## src/rtl/siso_shift_ctrl_if.sv

```systemverilog
// Word-in / bit-out bundle for siso_shift_ctrl. The producer and consumer side
// drives through the master modport; the controller binds to the slave modport.
//
// Handshake: a word transfers on a rising edge where din_valid && din_ready.
// din_valid without din_ready has no effect, and the master may drop or change
// din at any time. A serial bit is consumed on every rising edge where
// sout_valid is high. The consumer holds stall high to pause; a stalled bit
// stays on sout with sout_valid low until stall drops.
interface siso_shift_ctrl_if #(
  parameter int WIDTH = 8
);
  logic [WIDTH-1:0] din;
  logic             din_valid;
  logic             din_ready;
  logic             stall;
  logic             sout;
  logic             sout_valid;
  logic             first;
  logic             last;
  logic             done;

  modport master (
    output din, din_valid, stall,
    input  din_ready, sout, sout_valid, first, last, done
  );

  modport slave (
    input  din, din_valid, stall,
    output din_ready, sout, sout_valid, first, last, done
  );
endinterface

```

## src/rtl/siso_shift_ctrl.sv

```systemverilog
// Parallel-to-serial sequencer: loads a word, then shifts it out LSB first with frame markers.
// Define SIMO_SHIFT_CTRL_PARITY_EN to append an even-parity bit (^din at load) after the data bits.
module siso_shift_ctrl #(
  parameter int WIDTH = 8
) (
  input  logic              clk,
  input  logic              rst,
  siso_shift_ctrl_if.slave  bus,
  output logic [1:0]        state_dbg
);

  localparam int CNT_W = $clog2(WIDTH);
  localparam logic [CNT_W-1:0] LAST_CNT = CNT_W'(WIDTH - 1);

  typedef enum logic [1:0] {
    IDLE  = 2'd0,
    SHIFT = 2'd1
`ifdef SIMO_SHIFT_CTRL_PARITY_EN
    ,
    PAR   = 2'd2
`endif
  } state_t;

  state_t           state, state_nx;
  logic [WIDTH-1:0] shreg, shreg_nx;
  logic [CNT_W-1:0] cnt, cnt_nx;
  logic             done_q, done_nx;

  logic din_ready_c;
  logic sout_c;
  logic sout_valid_c;
  logic first_c;
  logic last_c;

`ifdef SIMO_SHIFT_CTRL_PARITY_EN
  logic par_q, par_nx;
`endif

  always_ff @(posedge clk) begin
    if (rst) begin
      state  <= IDLE;
      shreg  <= '0;
      cnt    <= '0;
      done_q <= 1'b0;
`ifdef SIMO_SHIFT_CTRL_PARITY_EN
      par_q  <= 1'b0;
`endif
    end else begin
      state  <= state_nx;
      shreg  <= shreg_nx;
      cnt    <= cnt_nx;
      done_q <= done_nx;
`ifdef SIMO_SHIFT_CTRL_PARITY_EN
      par_q  <= par_nx;
`endif
    end
  end

  always_comb begin
    state_nx     = state;
    shreg_nx     = shreg;
    cnt_nx       = cnt;
    done_nx      = 1'b0;
    din_ready_c  = 1'b0;
    sout_c       = 1'b0;
    sout_valid_c = 1'b0;
    first_c      = 1'b0;
    last_c       = 1'b0;
`ifdef SIMO_SHIFT_CTRL_PARITY_EN
    par_nx       = par_q;
`endif

    unique case (state)
      IDLE: begin
        // stall is deliberately ignored here so a word can be taken while paused
        din_ready_c = 1'b1;
        if (bus.din_valid) begin
          shreg_nx = bus.din;
          cnt_nx   = '0;
          state_nx = SHIFT;
`ifdef SIMO_SHIFT_CTRL_PARITY_EN
          par_nx   = ^bus.din;
`endif
        end
      end

      SHIFT: begin
        sout_c       = shreg[0];
        sout_valid_c = ~bus.stall;
        first_c      = (cnt == '0) && ~bus.stall;
`ifndef SIMO_SHIFT_CTRL_PARITY_EN
        last_c       = (cnt == LAST_CNT) && ~bus.stall;
`endif
        if (!bus.stall) begin
          shreg_nx = {1'b0, shreg[WIDTH-1:1]};
          if (cnt == LAST_CNT) begin
            // terminal count: clear instead of incrementing so cnt never wraps
            cnt_nx   = '0;
`ifdef SIMO_SHIFT_CTRL_PARITY_EN
            state_nx = PAR;
`else
            state_nx = IDLE;
            done_nx  = 1'b1;
`endif
          end else begin
            cnt_nx = cnt + CNT_W'(1);
          end
        end
      end

`ifdef SIMO_SHIFT_CTRL_PARITY_EN
      PAR: begin
        sout_c       = par_q;
        sout_valid_c = ~bus.stall;
        last_c       = ~bus.stall;
        if (!bus.stall) begin
          state_nx = IDLE;
          done_nx  = 1'b1;
        end
      end
`endif

      default: begin
        state_nx = IDLE;
      end
    endcase
  end

  assign bus.din_ready  = din_ready_c;
  assign bus.sout       = sout_c;
  assign bus.sout_valid = sout_valid_c;
  assign bus.first      = first_c;
  assign bus.last       = last_c;
  assign bus.done       = done_q;
  assign state_dbg      = state;

endmodule
```

## src/flat_wrapper.sv

```systemverilog
// flat-port wrapper written by rule: the top's interface ports become plain ports
module siso_shift_ctrl_flat 
#(
  parameter int WIDTH = 8
)
  (clk, rst, state_dbg, bus_din, bus_din_valid, bus_stall, bus_din_ready, bus_sout, bus_sout_valid, bus_first, bus_last, bus_done);
  siso_shift_ctrl_if #(.WIDTH(WIDTH)) bus_i ();
  input  logic clk;
  input  logic rst;
  output logic [1:0] state_dbg;
  input wire logic [$bits(bus_i.din)-1:0] bus_din;
  input wire logic [$bits(bus_i.din_valid)-1:0] bus_din_valid;
  input wire logic [$bits(bus_i.stall)-1:0] bus_stall;
  output wire logic [$bits(bus_i.din_ready)-1:0] bus_din_ready;
  output wire logic [$bits(bus_i.sout)-1:0] bus_sout;
  output wire logic [$bits(bus_i.sout_valid)-1:0] bus_sout_valid;
  output wire logic [$bits(bus_i.first)-1:0] bus_first;
  output wire logic [$bits(bus_i.last)-1:0] bus_last;
  output wire logic [$bits(bus_i.done)-1:0] bus_done;
  assign bus_i.din = bus_din;
  assign bus_i.din_valid = bus_din_valid;
  assign bus_i.stall = bus_stall;
  assign bus_din_ready = bus_i.din_ready;
  assign bus_sout = bus_i.sout;
  assign bus_sout_valid = bus_i.sout_valid;
  assign bus_first = bus_i.first;
  assign bus_last = bus_i.last;
  assign bus_done = bus_i.done;
  siso_shift_ctrl #(.WIDTH(WIDTH)) u_core (.clk(clk), .rst(rst), .bus(bus_i), .state_dbg(state_dbg));
endmodule
```

## config.mk

```make
export PLATFORM = sky130hd
export DESIGN_NAME = siso_shift_ctrl_flat
export DESIGN_NICKNAME = d
export VERILOG_FILES = /design/src/rtl/siso_shift_ctrl_if.sv /design/src/rtl/siso_shift_ctrl.sv /design/src/flat_wrapper.sv
export SDC_FILE = /design/constraint.sdc
export NUM_CORES = 1
export LEC_CHECK = 0
export CAP_MARGIN = 20
export CORE_UTILIZATION = 40
export DETAILED_ROUTE_END_ITERATION = 7
export GPL_ROUTABILITY_DRIVEN = 0
export HOLD_SLACK_MARGIN = 0.1
export PLACE_DENSITY = 0.68
export SLEW_MARGIN = 0
export SYNTH_ARGS = -nofsm -noshare
export SYNTH_HDL_FRONTEND = slang
export SYNTH_SLANG_ARGS = --single-unit
export TNS_END_PERCENT = 1
```

## constraint.sdc

```tcl
create_clock -name clk -period 3 [get_ports clk]
set_input_delay 0.45 -clock clk [delete_from_list [all_inputs] [get_ports clk]]
set_output_delay 0.45 -clock clk [all_outputs]
set_load 0.05 [all_outputs]
```

==> reports/results.ini, run 1 <==
[status]
status=completed

[die]
dieArea_mm2=0.00200
initial_core_util_pct=42.4
fp-row-count=15
coreArea_mm2=0.00173
io_pins=20
die_w_um=44.8
fp.dieH_um=44.8

[place]
io_buffer_count=18
dp_hpwl_um=956

[worst_setup_path]
critPathRequiredTime_ps=2550
cpLargestDelayFamily=buffers and inverters
cp_common_cell=clkdlybuf4s50_1
crit_path_start_kind=primary input
critical_path_class=primary input to output pin
worst-path-buf-inv=3
max_stage_delay_ps=820
path_cells=clkdlybuf4s50_1, nand2b_4, inv_4, and2_1, clkdlybuf4s50_1
cp_max_fo=11
arrival_ps=2200
crit_path_top_delay_cell=clkdlybuf4s50_1
crit_path_end_kind=output pin

[min_path]
min_path_type=flip-flop to flip-flop

[cts]
cts_buffer_depth=2
clk_latency_ps=270
post_cts_buffers=0
tritoncts=done
hold_buffers=0
root_buffer=clkbuf_4
cts.sinks=13
numCtsBuffers=3
htreeDepth=1
cts.repair.resized=0
clk_pin_slew_ps=70

[timing]
skew_ps=3.55
fin_crit_sh_pct=88.5
slew_viol_final=0
finalHoldViolCount=0
min_period_ps=2650
worst_pin_slew_ps=789
max_slew_margin_pct=47.3
holdWs_ps=476
rsz0062_at_grt=no
setup-violations-final=0
fmax_mhz=377
tns_ps=0

[grt]
top_usage_layer=met2
grt_max_degree=14
grt_pass1_wl_um=2090
grt_util_met1_pct=19.3
antenna_found_initial=0
grt_usage_pct=14.4
grt_overflow_total=0
globalRouteMet3Util_pct=7.20
grt_pass1_vias=472
use_met2_pct=21.5

[synthesis]
ys_ff_latch=13
synthMuxAreaShare_pct=9.57
synth.largest_area_cell=dfxtp_1
synth_area_um2=732
synth_xor_area_share_pct=0
yosysSeqAreaShare_pct=35.6
synth_top_area_share_pct=35.6
synth_fa_ha_area_share_pct=5.13
synth_top_family_by_area=simple AND/OR/NAND/NOR gates
postSynthAreaPerCell_um2=10.8
synthCells=68
postSynthNetCount=83
synth_area_leaders=dfxtp_1 36%, a211oi_2 12%, mux2i_1 9.6%
synth_simple_gate_area_share_pct=24.3
synth_compound_area_share_pct=16.1
yosysWarnings=0
synth_cell_types=26

[pwr]
ir_worst_vdd_mv=0.302
p_per_area_mw_per_mm2=433
p_leak_nw=0.353
finalPower_mw=0.403

[route]
drc_errors=0
drtPass1Iterations=4
vias=552
wl_per_cell_um=11.5
dr.first_iter.drc_count=17
viasPerCell=4.97
antenna_left=0
routed_wirelength_um=1280

[job]
maxCapViolations=0

[final_layout]
area_delta_synth_final_pct=27.0
nets=102
drive_gt1_share_pct=27.9
num_antenna_cells=0

## report_power, final
group	switching, mW	internal, mW	total, mW
registers	0.00840	0.185	0.193
clock network	0.0536	0.0515	0.105
logic	0.0569	0.0474	0.104
## worst register-to-register path, stage by stage (launching register included)
cell	delay [ps]
dfxtp_1	350
buf_4	210
nor2b_1	630
nor3_2	90
a211oi_2	210
## path summary, 6_finish.rpt
check	start	slack, ps	cells after the start	end
setup / recovery	bus_stall	350	5	bus_last
hold / removal	u_core.shreg[7]	480	2	u_core.shreg[7]
hold reg to reg	u_core.shreg[7]	480	2	u_core.shreg[7]
setup reg to reg	u_core.state_dbg[0]	1430	4	u_core.shreg[6]
## metrics by stage
step / util, % / setup slack, ps / instance area (µm²) / std cells
finish: 53.8 / 346 / 930 / 111
global route: 53.8 / 282 / 930 / 111
CTS: 53.8 / 348 / 930 / 111
detailed placement: 52.3 / 349 / 903 / 107
global placement: 52.3 / 385 / 903 / 107
floorplan: - / 457 / 732 / 68
## area by class of cell
cell class,count,area [µm²]
fill,181,797
multi-input combinational,46,407
sequential,13,260
timing repair buffer,19,188
tap,25,31.3
clock buffer,4,26.3
inverter,4,17.5
## Yosys cell counts, drive strengths merged
master  instances
dfxtp          13
nor3            8
a211oi          7
mux2i           7
buf             5
inv             4
nand2           4
a21oi           3
ha              3
nand3           3
and2            2
nand2b          2
nor2b           2
a221oi          1
conb            1
nor2            1
nor3b           1
or2             1
## placed cells by master (no fill, tap or decap), drive strengths merged
master and instances:
mux2i 7, nor3 8, a221oi 1, nand3 3
nand2 4, nand2b 2, a21oi 3, nor3b 1
nor2b 2, dfxtp 13, conb 1, and2 2
inv 4, clkbuf 4, clkdlybuf4s50 18, buf 1
nor2 1, or2 1, ha 3, a211oi 7
## state kept, by name (all words and copies together) (netlist names)
signal,cells
u_core.shreg,8
u_core.cnt,3
u_core.bus.done,1
u_core.state_dbg,1
## kinds of logic (layout without fill, tap and decap cells)
group,Yosys count,count (layout)
adders and majority gates,3,3
and+or+nand+nor,24,24
DFF,13,13
AOI/OAI and AO/OA,11,11
muxes,7,7
other,1,1
buffers and inverters,9,27
## per-layer routing
metal / part of all wire (%) / vias up
li1: - / 279
met1: 48 / 256
met2: 46 / 17
met3: 5.9 / 0
met4: 0 / 0
met5: 0 / -
(Power assumes the default switching activity.)
==> run 2: changes to the inputs <==
Settings changed: CORE_MARGIN from default to 2.
==> run 2 against run 1 <==
  * Wire length increased by 2.3%
  * Final area decreased by 0.27%
  * Setup slack improved by 130 ps
  * Maximum frequency increased by 5.0%
  * Sequential power about the same
  * Hold slack improved by 12 ps
  * Power increased by 0.81%
  * Sequential share of layout area increased by 0.076 points
  * Count of clock-buffer cells in the layout unchanged
  * Die area increased by 9.1%
  * Via count increased by 0.91%
  * Critical endpoint is now bus_first
==> reports/results.ini, run 2 (synthesis gave the netlist of run 1 again) <==
[status]
status=completed

[final_layout]
utilization_pct=53.7  ; -0.14 points
largest_reg_flops=8  ; unchanged
top_register=u_core.shreg
final_cell_area_um2=927  ; -0.27%
area_delta_synth_final_pct=26.7
mostFrequentLayoutCell=clkdlybuf4s50_1
largest_registers=u_core.shreg: 8 flops, u_core.cnt: 3 flops
most-common-layout-cells=17 x clkdlybuf4s50_1, 13 x dfxtp_1, 7 x mux2i_1, 7 x nor3_2, 7 x a211oi_2
nets=102  ; unchanged
num_antenna_cells=0  ; unchanged
drive_gt1_share_pct=29.1  ; +1.2 points

[worst_setup_path]
arrival_ps=2080  ; -120 ps
critPathRequiredTime_ps=2550  ; about the same
r2r_cells=3  ; -1
crit_path_end_kind=output pin
critical_path_class=primary input to output pin
cp_max_fo=7  ; -4
crit_path_start_kind=primary input

[cts]
numCtsBuffers=3  ; unchanged
post_cts_buffers=0  ; unchanged
cts.repair.resized=0  ; unchanged
clk_latency_ps=270  ; about the same
tritoncts=done
clk_pin_slew_ps=80  ; about the same
root_buffer=clkbuf_4
cts.sinks=13  ; unchanged
htreeDepth=1  ; unchanged
cts_buffer_depth=2  ; unchanged
hold_buffers=0  ; unchanged

[grt]
grt_pass1_wl_um=1930  ; -7.9%
grt_max_degree=14  ; unchanged
grt_usage_pct=12.8  ; -1.5 points
antenna_found_initial=0  ; unchanged
grt_overflow_total=0  ; unchanged
grt_pass1_vias=463  ; -1.9%

[timing]
max_slew_margin_pct=46.4  ; -0.94 points
rsz0062_at_grt=no
skew_ps=3.94  ; +0.396 ps
finalHoldViolCount=0  ; unchanged
fmax_mhz=396  ; +5.0%
setup_slack_ps=472  ; +126 ps
setup-violations-final=0  ; unchanged
worst_pin_slew_ps=803  ; +14.1 ps
fin_crit_sh_pct=84.3  ; -4.2 points
slew_viol_final=0  ; unchanged
tns_ps=0  ; unchanged
min_period_ps=2530  ; -126 ps
holdWs_ps=489  ; +12.4 ps

[pwr]
switchingPower_mw=0.122  ; +3.0%
p_leak_nw=0.355  ; +0.59%
p_per_area_mw_per_mm2=438  ; +1.1%
ir_worst_vdd_mv=0.284  ; -5.9%
pwr-share-seq_pct=48.0  ; about the same
internal_power_mw=0.283  ; -0.11%
comb_power_share_pct=25.2  ; -0.7 points
power_frac_clock_pct=26.8  ; +0.7 points
swShare_pct=30.2  ; +0.65 points

[job]
maxCapViolations=0  ; unchanged

[place]
dp_hpwl_um=960  ; +0.44%
dpl_cell_area_um2=901  ; -0.28%
dpl_worst_slack_ps=469  ; +120 ps
io_buffer_count=18  ; unchanged

[die]
dieArea_mm2=0.00219  ; +9.1%
fp.dieH_um=46.8  ; +4.5%
io_pins=20  ; unchanged
fp-row-count=15  ; unchanged
initial_core_util_pct=42.4  ; unchanged
die_w_um=46.8  ; +4.5%
coreArea_mm2=0.00173  ; unchanged

[min_path]
hold_depth=2  ; unchanged
min_path_type=flip-flop to flip-flop

[route]
drtPass1Iterations=3  ; -1
wl_per_cell_um=11.8  ; +2.3%
vias=557  ; +0.91%
antenna_left=0  ; unchanged
viasPerCell=5.02  ; +0.91%
drc_errors=0  ; unchanged
dr.first_iter.drc_count=2  ; -15
routed_wirelength_um=1310  ; +2.3%

## run 2: cell count changes in the layout (fill, tap and decap cells not counted), sizes merged
| cell | before | now |
|---|---|---|
| buf | 1 | 2 |
| clkdlybuf4s50 | 18 | 17 |
## run 2: path summary, 6_finish.rpt
| path | to | slack [ps] | from |
|---|---|---|---|
| setup reg to reg | u_core.shreg[3] | 1530 | u_core.state_dbg[0] |
| setup / recovery | bus_first | 470 | bus_stall |
| hold / removal | u_core.shreg[7] | 490 | u_core.shreg[7] |
| hold reg to reg | u_core.shreg[7] | 490 | u_core.shreg[7] |
## run 2: power by group through the flow
stage               combinational (mW)  sequential, mW  clock (mW)
floorplan                       0.0755           0.199           0
global placement                 0.102           0.199           0
detailed placement               0.104           0.199           0
CTS                              0.104           0.195       0.114
global route                     0.109           0.196       0.118
finish                           0.102           0.195       0.109
## run 2: critical path, cell delays in order
cell             delay (ps)
clkdlybuf4s50_1         400
nand2b_4                190
nor3b_1                 210
clkdlybuf4s50_1         830
## run 2: metal layers
metal / global-route usage [%] / up-vias / wire length (µm)
met5: 0 / - / 0
met4: 6.67 / 0 / 9
met1: 16.3 / 269 / 629
met2: 20.0 / 13 / 616
li1: - / 273 / -
met3: 3.46 / 2 / 56
## run 2: area by class of cell
type	count	area (µm²)
multi-input cells	46	407
well taps	25	31.3
fillers	182	800
inverters	4	17.5
repair buffers	19	185
clock buffers	4	26.3
flip-flops and latches	13	260
## run 2: metrics by stage
stage | std cells | total power [mW]
global route | 111 | 0.424
detailed placement | 107 | 0.302
global placement | 107 | 0.301
floorplan | 68 | 0.275
CTS | 111 | 0.412
finish | 111 | 0.406
